`src/rtl/id_ex_stage.sv`:
```
// ---------------------------------------------------------------------------
// id_ex_stage
// Decode-to-execute pipeline register. It also contains the hazard logic for
// this boundary: load-use detection, flush handling, and freezing the stage
// while downstream memory is busy.
//
// Ports
//   clk                 single clock; all state changes on the rising edge
//   rst                 synchronous active-low reset
//   valid_d, ctrl_d     decode slot live flag and the 22-bit control bundle
//   pc_d, rs1_data_d,
//   rs2_data_d, imm_d   decode datapath values (XLEN bits each)
//   rs1_d, rs2_d, rd_d  decode register indices
//   flush               execute resolved a taken branch/jump this cycle
//   mem_busy            downstream memory not ready; freeze this stage
//   *_e                 registered copies of the decode fields for execute
//   stall_d             combinational: hold the PC and the IF/ID register
//   flush_d             combinational: the IF/ID register loads a bubble
//   stall_cnt           saturating count of cycles with stall_d asserted
// ---------------------------------------------------------------------------
module id_ex_stage #(
  parameter int XLEN  = 32,
  parameter int CNT_W = 16
) (
  input  logic             clk,
  input  logic             rst,
  input  logic             valid_d,
  input  logic [21:0]      ctrl_d,
  input  logic [XLEN-1:0]  pc_d,
  input  logic [XLEN-1:0]  rs1_data_d,
  input  logic [XLEN-1:0]  rs2_data_d,
  input  logic [XLEN-1:0]  imm_d,
  input  logic [4:0]       rs1_d,
  input  logic [4:0]       rs2_d,
  input  logic [4:0]       rd_d,
  input  logic             flush,
  input  logic             mem_busy,
  output logic             valid_e,
  output logic [21:0]      ctrl_e,
  output logic [XLEN-1:0]  pc_e,
  output logic [XLEN-1:0]  rs1_data_e,
  output logic [XLEN-1:0]  rs2_data_e,
  output logic [XLEN-1:0]  imm_e,
  output logic [4:0]       rs1_e,
  output logic [4:0]       rs2_e,
  output logic [4:0]       rd_e,
  output logic             stall_d,
  output logic             flush_d,
  output logic [CNT_W-1:0] stall_cnt
);

  localparam logic [CNT_W-1:0] CNT_MAX = {CNT_W{1'b1}};

  logic             ex_valid_q,    ex_valid_d;
  logic [21:0]      ex_ctrl_q,     ex_ctrl_d;
  logic [XLEN-1:0]  ex_pc_q,       ex_pc_d;
  logic [XLEN-1:0]  ex_rs1_data_q, ex_rs1_data_d;
  logic [XLEN-1:0]  ex_rs2_data_q, ex_rs2_data_d;
  logic [XLEN-1:0]  ex_imm_q,      ex_imm_d;
  logic [4:0]       ex_rs1_q,      ex_rs1_d;
  logic [4:0]       ex_rs2_q,      ex_rs2_d;
  logic [4:0]       ex_rd_q,       ex_rd_d;
  logic             flush_pend_q,  flush_pend_d;
  logic [CNT_W-1:0] stall_cnt_q,   stall_cnt_d;

  logic lu_s;
  logic flush_eff_s;
  logic stall_s;

  // Hazard detection and the two combinational handshake outputs.
  always_comb begin
    // ctrl bit 11 is MemRead: a load is sitting in execute.
    lu_s = ex_valid_q & ex_ctrl_q[11] & (ex_rd_q != 5'd0) & valid_d &
           ((ex_rd_q == rs1_d) | (ex_rd_q == rs2_d));
    // A flush that arrived while frozen is replayed on the first free cycle.
    flush_eff_s = flush | flush_pend_q;
    stall_s     = (lu_s & ~flush_eff_s) | mem_busy;
    stall_d     = stall_s;
    flush_d     = flush_eff_s & ~mem_busy;
  end

  // Next-state selection for the execute register, pending flush and counter.
  always_comb begin
    ex_valid_d    = ex_valid_q;
    ex_ctrl_d     = ex_ctrl_q;
    ex_pc_d       = ex_pc_q;
    ex_rs1_data_d = ex_rs1_data_q;
    ex_rs2_data_d = ex_rs2_data_q;
    ex_imm_d      = ex_imm_q;
    ex_rs1_d      = ex_rs1_q;
    ex_rs2_d      = ex_rs2_q;
    ex_rd_d       = ex_rd_q;
    flush_pend_d  = flush_pend_q;
    stall_cnt_d   = stall_cnt_q;

    if (mem_busy) begin
      // Frozen: keep the execute contents and remember any flush request.
      flush_pend_d = flush_pend_q | flush;
    end else if (flush_eff_s | lu_s) begin
      // Bubble: a killed instruction or the slot a load-use stall opens up.
      // The data fields are zeroed as well, so the bubble is fully clean.
      flush_pend_d  = 1'b0;
      ex_valid_d    = 1'b0;
      ex_ctrl_d     = 22'd0;
      ex_pc_d       = {XLEN{1'b0}};
      ex_rs1_data_d = {XLEN{1'b0}};
      ex_rs2_data_d = {XLEN{1'b0}};
      ex_imm_d      = {XLEN{1'b0}};
      ex_rs1_d      = 5'd0;
      ex_rs2_d      = 5'd0;
      ex_rd_d       = 5'd0;
    end else begin
      flush_pend_d  = 1'b0;
      ex_valid_d    = valid_d;
      ex_ctrl_d     = ctrl_d;
      ex_pc_d       = pc_d;
      ex_rs1_data_d = rs1_data_d;
      ex_rs2_data_d = rs2_data_d;
      ex_imm_d      = imm_d;
      ex_rs1_d      = rs1_d;
      ex_rs2_d      = rs2_d;
      ex_rd_d       = rd_d;
    end

    // Saturating stall counter; it never wraps back to zero.
    if (stall_s && (stall_cnt_q != CNT_MAX)) begin
      stall_cnt_d = stall_cnt_q + {{(CNT_W-1){1'b0}}, 1'b1};
    end else begin
      stall_cnt_d = stall_cnt_q;
    end
  end

  // State register with synchronous active-low reset.
  always_ff @(posedge clk) begin
    if (!rst) begin
      ex_valid_q    <= 1'b0;
      ex_ctrl_q     <= 22'd0;
      ex_pc_q       <= {XLEN{1'b0}};
      ex_rs1_data_q <= {XLEN{1'b0}};
      ex_rs2_data_q <= {XLEN{1'b0}};
      ex_imm_q      <= {XLEN{1'b0}};
      ex_rs1_q      <= 5'd0;
      ex_rs2_q      <= 5'd0;
      ex_rd_q       <= 5'd0;
      flush_pend_q  <= 1'b0;
      stall_cnt_q   <= {CNT_W{1'b0}};
    end else begin
      ex_valid_q    <= ex_valid_d;
      ex_ctrl_q     <= ex_ctrl_d;
      ex_pc_q       <= ex_pc_d;
      ex_rs1_data_q <= ex_rs1_data_d;
      ex_rs2_data_q <= ex_rs2_data_d;
      ex_imm_q      <= ex_imm_d;
      ex_rs1_q      <= ex_rs1_d;
      ex_rs2_q      <= ex_rs2_d;
      ex_rd_q       <= ex_rd_d;
      flush_pend_q  <= flush_pend_d;
      stall_cnt_q   <= stall_cnt_d;
    end
  end

  assign valid_e    = ex_valid_q;
  assign ctrl_e     = ex_ctrl_q;
  assign pc_e       = ex_pc_q;
  assign rs1_data_e = ex_rs1_data_q;
  assign rs2_data_e = ex_rs2_data_q;
  assign imm_e      = ex_imm_q;
  assign rs1_e      = ex_rs1_q;
  assign rs2_e      = ex_rs2_q;
  assign rd_e       = ex_rd_q;
  assign stall_cnt  = stall_cnt_q;

endmodule

```
`config.mk`:
```
export PLATFORM = sky130hd
export DESIGN_NAME = id_ex_stage
export DESIGN_NICKNAME = d
export VERILOG_FILES = /design/src/rtl/id_ex_stage.sv
export SDC_FILE = /design/constraint.sdc
export NUM_CORES = 1
export LEC_CHECK = 0
export CAP_MARGIN = 30
export CORE_AREA = 2 2 139 141
export DETAILED_ROUTE_END_ITERATION = 12
export DIE_AREA = 0 0 141 143
export PLACE_DENSITY = 0.71
export SLEW_MARGIN = 10
export SYNTH_ARGS = -nofsm -noshare
export SYNTH_HDL_FRONTEND = slang
export SYNTH_SLANG_ARGS = --single-unit
```
`constraint.sdc`:
```
create_clock -name clk -period 2.42 [get_ports clk]
set_clock_uncertainty 0.2 [all_clocks]
set_input_delay 0.484 -clock clk [delete_from_list [all_inputs] [get_ports clk]]
set_output_delay 0.484 -clock clk [all_outputs]
set_load 0.1 [all_outputs]
```
# Word-level counts from Yosys, hierarchy flattened
# Cells that the tools add are included.
# op_classes
n_reduce_logical,3
bitwise_logic,12
n_addsub,1
n_mux,9
eq_ne,3
# op_table
op,n
2-to-1 mux 32 bit,4
2-to-1 mux 22 bit,1
"adder 16 x 1 -> 16 bit, second input constant",1
"inequality test 16 bit, second input constant",1
2-to-1 mux 5 bit,3
equality test 5 bit,2
AND 1 bit,6
nonzero test 5 bit,1
bitwise OR 1 bit,4
inverter 1 bit,2
AND reduction 2 bit,1
logical AND 1 bit,1
2-to-1 mux 1 bit,1
# word_totals
wordCells,39
ff_bits,183
output_inout_bits,184

# Depth between registers and ports, before layout
# Gate-level depths: netlist of run 1.
# depth
depth_word,7
depth_mapped,8

# Least setup slack after synthesis of run 1
# OpenSTA, ideal clock, no wires.
# synth_path
path_kind,flip-flop to flip-flop
startpoint,"reg ex_rd_q[4], in the netlist rd_e[4]"
endpoint,"reg stall_cnt_q[12], in the netlist stall_cnt[12]"
path_buffers,0
stages_incl_launch_ff,7
setup_slack_ps,-2115
required_ps,2117
t_arrival_ps,4233
period_less_slack_ps,4535
setup_ps,103
path_cell_list,dfxtp_1 > xnor2_1 > nand3_1 > o22a_1 > o21ai_0 > a21oi_1 > a311oi_1
# synth_between
elab_chain_cells,7
word_cells_on_any_way,10
classes_between,eq/ne: 2; bitwise: 6; reduce/logical: 2
# synth_rtl
item,line_no,rtl
from (decl),62,"logic [4:0] ex_rd_q, ex_rd_d;"
from (signal assigned),156,ex_rd_q <= ex_rd_d;
nonzero test 5 bit,73,lu_s = ex_valid_q & ex_ctrl_q[11] & (ex_rd_q != 5'd0) & valid_d &
AND 1 bit (2 in series),73,
AND 1 bit (*),73,
AND 1 bit (*),77,stall_s = (lu_s & ~flush_eff_s) | mem_busy;
bitwise OR 1 bit (*),77,
net stall_d,47,"output logic stall_d,"
logical AND 1 bit (*),126,if (stall_s && (stall_cnt_q != CNT_MAX)) begin
to (signal assigned),146,stall_cnt_q <= {CNT_W{1'b0}};
to (signal assigned),158,stall_cnt_q <= stall_cnt_d;
to (decl),64,"logic [CNT_W-1:0] stall_cnt_q, stall_cnt_d;"
# The timed path passes the listed nets; every way through them passes the cells marked *.
# A chain may end at the register's enable or synchronous reset.

# Final worst setup path of run 1
# layout_path
startpoint,"reg ex_rd_q[0], in the netlist rd_e[0]"
endpoint,out stall_d
# layout_between
elab_chain_cells,6
word_cells_on_any_way,9
classes_between,eq/ne: 2; bitwise: 6; reduce/logical: 1
# layout_rtl
item,line_no
nonzero test 5 bit,73
AND 1 bit (2 in series),73
AND 1 bit (*),73
AND 1 bit (*),77
bitwise OR 1 bit (*),77
to (decl),47
# Every way passes the cells marked *; elsewhere a longest branch is shown, timed or not.

==> impl_metrics.py, run 1 <==
metrics = {
    "outcome": {
        "status": "finished, violations left",
        "violations": "negative setup slack",
    },
    "power_and_ir_drop": {
        "p_switching_mw": 2.40,
        "combPwrFrac_pct": 20.9,
        "p_leak_nw": 4.44,
        "irDropWorstVdd_mv": 0.395,
        "clkPwrFrac_pct": 36.2,
        "power_density_mw_per_mm2": 729,
        "fin_total_pwr_mw": 7.42,
        "power.internal_mw": 5.03,
        "swShare_pct": 32.3,
        "sequentialPowerShare_pct": 42.9,
    },
    "clock_network": {
        "cts.hold.buffers_added": 0,
        "cts.reportedPaths.clkPinSlew_ns": 0.07,
        "cts_max_level": 4,
        "cts_root_buf": "clkbuf_16",
        "cts_max_path_buffers": 2,
        "cts_sinks": 183,
        "clk_latency_ns": 0.42,
        "cts_tree": "built",
        "cts_buffers": 17,
    },
    "routing": {
        "vias": 5312,
        "dr.pass1.iters": 6,
        "drt-initial-drc-count": 134,
        "drc": 0,
        "ant_nets": 0,
        "viasPerCell": 4.81,
        "wl_um": 18800,
        "wl_per_cell_um": 17.0,
    },
    "final_layout": {
        "layout_common_cells": "201 x buf_4, 166 x a22o_1, 164 x dfxtp_1",
        "diodes": 0,
        "fin_cells": 1105,
        "layout_commonest_cell": "buf_4",
        "fin_util_pct": 54.8,
        "nets": 1029,
        "fillers": 1612,
        "multi_input_area_mm2": 0.00218,
        "synthToLayoutAreaGrowth_pct": 67.3,
        "drive_gt1_share_pct": 31.3,
        "regArea_mm2": 0.00370,
    },
    "timing": {
        "period_share_pct": 105,
        "rsz0062_at_grt": "yes",
        "tightest_slew_ns": 0.410,
        "hold_violations": 0,
        "period_needed_ns": 2.55,
        "fmax_ghz": 0.392,
        "timing.final.max_slew_violations": 0,
        "setup_viol_count_final": 1,
        "relSlewSlack_pct": 72.6,
        "finalWorstSetupSlack_ns": -0.130,
    },
    "worst_setup_path": {
        "cp.buffers_inverters": 1,
        "critPathTopFamily": "simple AND/OR/NAND/NOR gates",
        "rr_worst_depth": 9,
        "cpMaxStageDelayCell": "or4_4",
        "crit_cells": 4,
        "critPathKind": "reg2out",
        "crit_required_ns": 1.74,
        "critPathMaxFanout": 5,
        "worstPathArrival_ns": 1.87,
        "worst_setup_path_end_kind": "output pin",
        "cp_cell_sequence": "or4_4 > o211ai_4 > o21ai_4 > buf_12",
        "crit_path_start_kind": "flip-flop",
        "cp_slowest_stage_delay_ns": 0.55,
    },
    "synthesis": {
        "yosysSeqAreaShare_pct": 60.2,
        "synthFlopType": "dfxtp_1",
        "synth_nets": 669,
        "yosysWarnings": 0,
        "synth_area_mm2": 0.00608,
        "syn_avg_cell_area_um2": 12.2,
        "yosysTopAreaCellShare_pct": 60.2,
        "synthDistinctLibCells": 37,
        "synth_top_area_cell": "dfxtp_1",
        "synthCells": 498,
        "async_flop_share_pct": 0,
        "synth-edff-count": 0,
        "synth_area_leaders": "dfxtp_1 60%, a22o_1 24%, buf_6 2.2%",
        "synth-seq-cells": 183,
    },
    "placed_design": {
        "portBuffers": 353,
        "dp.cells": 1067,
        "dp_hpwl_um": 13900,
        "globalplace.congestion": 0.712,
    },
    "floorplanning": {
        "start_util_pct": 32.7,
        "die-area_mm2": 0.0202,
        "num_rows": 50,
        "die_h_um": 143,
        "die_w_um": 141,
        "coreArea_mm2": 0.0186,
        "pin_count": 354,
    },
    "job": {
        "drv_cap": 0,
    },
    "worst_hold_path": {
        "hold_path_class": "in2reg",
        "whs_path_depth": 2,
    },
    "global_route": {
        "globalRouteOverflowTotal": 0,
        "grt_pass1_vias": 5180,
        "antenna_found_initial": 0,
        "track_usage_pct": 17.9,
        "grt_max_degree": 70,
        "grt_pass1_wl_um": 28200,
    },
}
## path summary, 6_finish.rpt
check | slack, ns | from | endpoint
setup / recovery | -0.13 | rd_e[0]$_SDFFE_PN0N_ | stall_d
hold / removal | 0.25 | rs1_d[0] | rs1_e[0]$_SDFFE_PN0N_
setup reg to reg | 0.09 | rd_e[0]$_SDFFE_PN0N_ | stall_cnt[0]$_SDFFE_PN0P_
hold reg to reg | 0.28 | valid_e$_SDFFE_PN0N_ | valid_e$_SDFFE_PN0N_
## cell families after synthesis
group / Yosys count / synth area share (%)
XOR/XNOR: 11 / 1.58
AND/OR/NAND/NOR: 57 / 5.47
adder cells (fa/ha/maj): 1 / 0.206
AO/OA/AOI/OAI: 192 / 26.6
flip-flops: 183 / 60.2
multiplexers: 7 / 1.15
buffers and inverters: 47 / 4.73
## synthesized netlist by cell type (all sizes together), types with 4 or more instances
library cell,number
xnor2,11
clkbuf,20
a22o,166
nand3,7
nand2,14
nor2,8
mux2i,7
buf,20
nand4b,4
nand2b,7
a21oi,9
nand4,4
inv,7
and3,5
dfxtp,183
o21ai,8
## what timing repair did
action | 4_1_cts | 5_1_grt
resized for setup | 11 | 0
setup endpoints to repair | 1 | 1
cloned | 0 | 0
pin swaps | 4 | 3
setup buffers | 1 | 5
## flip-flops by register name (all words and copies together), names as in the netlist
| register | count |
|---|---|
| pc_e | 32 |
| imm_e | 32 |
| rs1_e | 5 |
| rd_e | 5 |
| valid_e | 1 |
| ctrl_e | 22 |
| stall_cnt | 16 |
| rs2_e | 5 |
| rs1_data_e | 32 |
| rs2_data_e | 32 |
| flush_pend_q | 1 |
## through the flow
stage / TNS, ns / setup WS, ns / hold slack, ns / cell area, um^2
2_1_floorplan: 0 / 0.0139 / 0.309 / 6140
3_3_place_gp: -44.59 / -0.269 / 0.262 / 9550
3_5_place_dp: -41.19 / -0.267 / 0.264 / 9550
4_1_cts: -0.146 / -0.146 / 0.226 / 10100
5_1_grt: -0.182 / -0.182 / 0.248 / 10200
6_report: -0.130 / -0.130 / 0.248 / 10200
## power groups by stage
stage | clock network, mW | logic, mW | registers (mW)
6_report | 2.69 | 1.55 | 3.18
3_3_place_gp | 0 | 1.54 | 3.25
3_5_place_dp | 0 | 1.55 | 3.25
5_1_grt | 2.90 | 1.60 | 3.20
4_1_cts | 2.77 | 1.55 | 3.19
2_1_floorplan | 0 | 0.227 | 4.02
## cell type report
class                           count  share of cell area (%)
Sequential cell                   183                    36.4
Timing Repair Buffer              381                    33.5
Multi-Input combinational cell    268                    21.4
Clock buffer                       19                    4.35
Tap cell                          234                    2.88
Clock inverter                     13                    1.22
Inverter                            7                   0.258
## worst register-to-register path, stage by stage (launching register included)
cell,delay [ns]
dfxtp_4,0.38
or4_4,0.55
o211ai_4,0.23
buf_4,0.14
a31oi_1,0.05
a21o_1,0.21
buf_4,0.15
buf_4,0.13
xnor2_1,0.13
nor2_1,0.05
## metal layers
layer | vias to the layer above | share of wire, % | wire length (um) | GRT usage, %
met5 | - | 0 | 0 | 0
met1 | 2469 | 41 | 7710 | 20.8
li1 | 2613 | - | - | -
met2 | 216 | 50 | 9370 | 31.5
met4 | 0 | 1.0 | 189 | 4.16
met3 | 14 | 8.3 | 1560 | 6.64
(Power assumes the default switching activity.)
==> run 2, diff against run 1 <==
clock period = 3.2 ns   (was 2.42 ns; I/O delays follow)
==> run 2 against run 1 <==
  * The run now ends clean
  * Clock power fell by 18%
  * Combinational power is 26% lower
  * Clock-buffer cell count down 2
  * Highest routed layer unchanged
  * Largest cell class unchanged
  * Sequential power is 24% lower
  * Non-clock buffer count is 21 lower
==> impl_metrics.py, run 2 (same netlist as run 1, synthesis figures left out) <==
metrics = {
    "power_and_ir_drop": {
        "irDropWorstVdd_mv": 0.276,
        "fin_total_pwr_mw": 5.75,
        "power_density_mw_per_mm2": 577,
        "p_leak_nw": 4.33,
    },
    "worst_hold_path": {
        "min_from": "ctrl_e[20]$_SDFFE_PN0N_",
        "whs_path_depth": 1,
        "hold_path_class": "reg2reg",
        "hold_end": "ctrl_e[20]$_SDFFE_PN0N_",
    },
    "clock_network": {
        "cts_max_level": 4,
        "cts.reportedPaths.clkPinSlew_ns": 0.07,
        "cts.hold.buffers_added": 0,
        "post_cts_buffers": 0,
        "cts_root_buf": "clkbuf_16",
        "cts_max_path_buffers": 2,
        "clk_latency_ns": 0.42,
        "cts_sinks": 183,
        "cts_buffers": 17,
        "cts_resized": 0,
        "cts_tree": "built",
    },
    "placed_design": {
        "dp_hpwl_um": 13700,
        "globalplace.congestion": 0.746,
        "portBuffers": 353,
    },
    "global_route": {
        "gr-max-usage-layer": "met2",
        "track_usage_pct": 17.6,
        "grt_use_met3_pct": 6.98,
        "use_met1_pct": 20.2,
        "grt_pass1_wl_um": 27600,
        "grt_pass1_vias": 5014,
        "globalRouteOverflowTotal": 0,
        "grt_max_degree": 90,
        "antenna_found_initial": 0,
        "met2_usage_pct": 30.4,
    },
    "worst_setup_path": {
        "rr_worst_depth": 8,
        "critPathMaxFanout": 3,
        "reg2reg_from": "stall_cnt[0]$_SDFFE_PN0P_",
        "rr_endpoint": "stall_cnt[15]$_SDFFE_PN0P_",
        "worst_setup_path_end_kind": "output pin",
        "worstPathArrival_ns": 2.18,
        "crit_path_start_kind": "input port",
        "crit_required_ns": 2.36,
        "critPathKind": "in2out",
        "regToRegSetupSlack_ns": 0.78,
    },
    "timing": {
        "rsz0062_at_grt": "no",
        "period_needed_ns": 3.02,
        "period_share_pct": 94.5,
        "tightest_slew_ns": 0.468,
        "fin_tns_setup_ns": 0,
        "setup_viol_count_final": 0,
        "hold_violations": 0,
        "timing.final.max_slew_violations": 0,
        "fmax_ghz": 0.331,
        "relSlewSlack_pct": 68.8,
    },
    "routing": {
        "drc": 0,
        "dr.pass1.iters": 4,
        "ant_nets": 0,
        "vias": 5298,
        "wl_per_cell_um": 17.1,
        "wl_um": 18500,
        "viasPerCell": 4.89,
        "drt-initial-drc-count": 144,
    },
    "floorplanning": {
        "die_h_um": 143,
        "die_w_um": 141,
        "num_rows": 50,
        "pin_count": 354,
        "coreArea_mm2": 0.0186,
        "start_util_pct": 32.7,
        "die-area_mm2": 0.0202,
    },
    "final_layout": {
        "layout_commonest_cell": "buf_4",
        "drive_gt1_share_pct": 27.3,
        "synthToLayoutAreaGrowth_pct": 63.9,
        "diodes": 0,
        "fillers": 1625,
        "nets": 1008,
        "layout_common_cells": "185 x buf_4, 183 x dfxtp_1, 169 x clkdlybuf4s50_1",
    },
    "outcome": {
        "status": "completed",
    },
    "job": {
        "drv_cap": 0,
    },
}
[run 2: cell count changes in the layout (fill, tap and decap cells not counted), moves of 2 or more]
cell             change
dfxtp_1             +19
dfxtp_4              -7
clkinv_8             +3
bufinv_16            +2
buf_12               -5
inv_8                -2
buf_4               -16
dfxtp_2             -12
dlygate4sd2_1        -9
clkinvlp_4           -2
clkdlybuf4s50_1      +9
[run 2: worst max-delay path: stages]
cell,delay [ns]
clkdlybuf4s50_1,0.45
xnor2_1,0.27
nand2_1,0.14
o22a_1,0.27
o21ai_4,0.21
buf_12,0.20
[run 2: where the power goes]
group | internal [mW] | leakage [nW] | switching (mW) | total [mW]
clock | 1.20 | 0.307 | 0.992 | 2.20
combinational | 0.366 | 2.53 | 0.779 | 1.15
sequential | 2.36 | 1.49 | 0.0509 | 2.41
[run 2: per-stage QoR]
stage | instance area (um^2) | instances | hold WS (ns) | setup WS (ns) | util (%)
2_1_floorplan | 6090 | 498 | 0.299 | 0.168 | -
4_1_cts | 9970 | 1084 | 0.286 | 0.165 | 53.7
6_report | 9970 | 1084 | 0.281 | 0.176 | 53.7
3_3_place_gp | 9340 | 1052 | 0.262 | 0.181 | 50.3
5_1_grt | 9970 | 1084 | 0.292 | 0.117 | 53.7
3_5_place_dp | 9340 | 1052 | 0.265 | 0.166 | 50.3
[run 2: cell type report]
class	count	area, um^2	share of cell area (%)
clock buffers	17	425	4.27
clock inverters	15	204	2.05
inverters	7	26.3	0.264
multi-input cells	268	2160	21.6
flip-flops and latches	183	3660	36.7
well taps	234	293	2.94
repair buffers	360	3200	32.1
[run 2: worst max path at each step]
stage,from,cells past startpoint,slack (ns),endpoint
CTS,rs1_d[1],6,0.17,stall_d
floorplan,rd_e[4]$_SDFFE_PN0N_,4,0.17,stall_d
detailed placement,rs1_d[1],6,0.17,stall_d
global placement,rs1_d[1],6,0.18,stall_d
finish,rs1_d[1],6,0.18,stall_d
global route,rs1_d[1],6,0.12,stall_d
[run 2: layer usage]
metal / up-vias / routed length, um
met5: - / 0
met4: 0 / 278
met3: 22 / 1620
met2: 239 / 9240
met1: 2465 / 7400
li1: 2572 / -
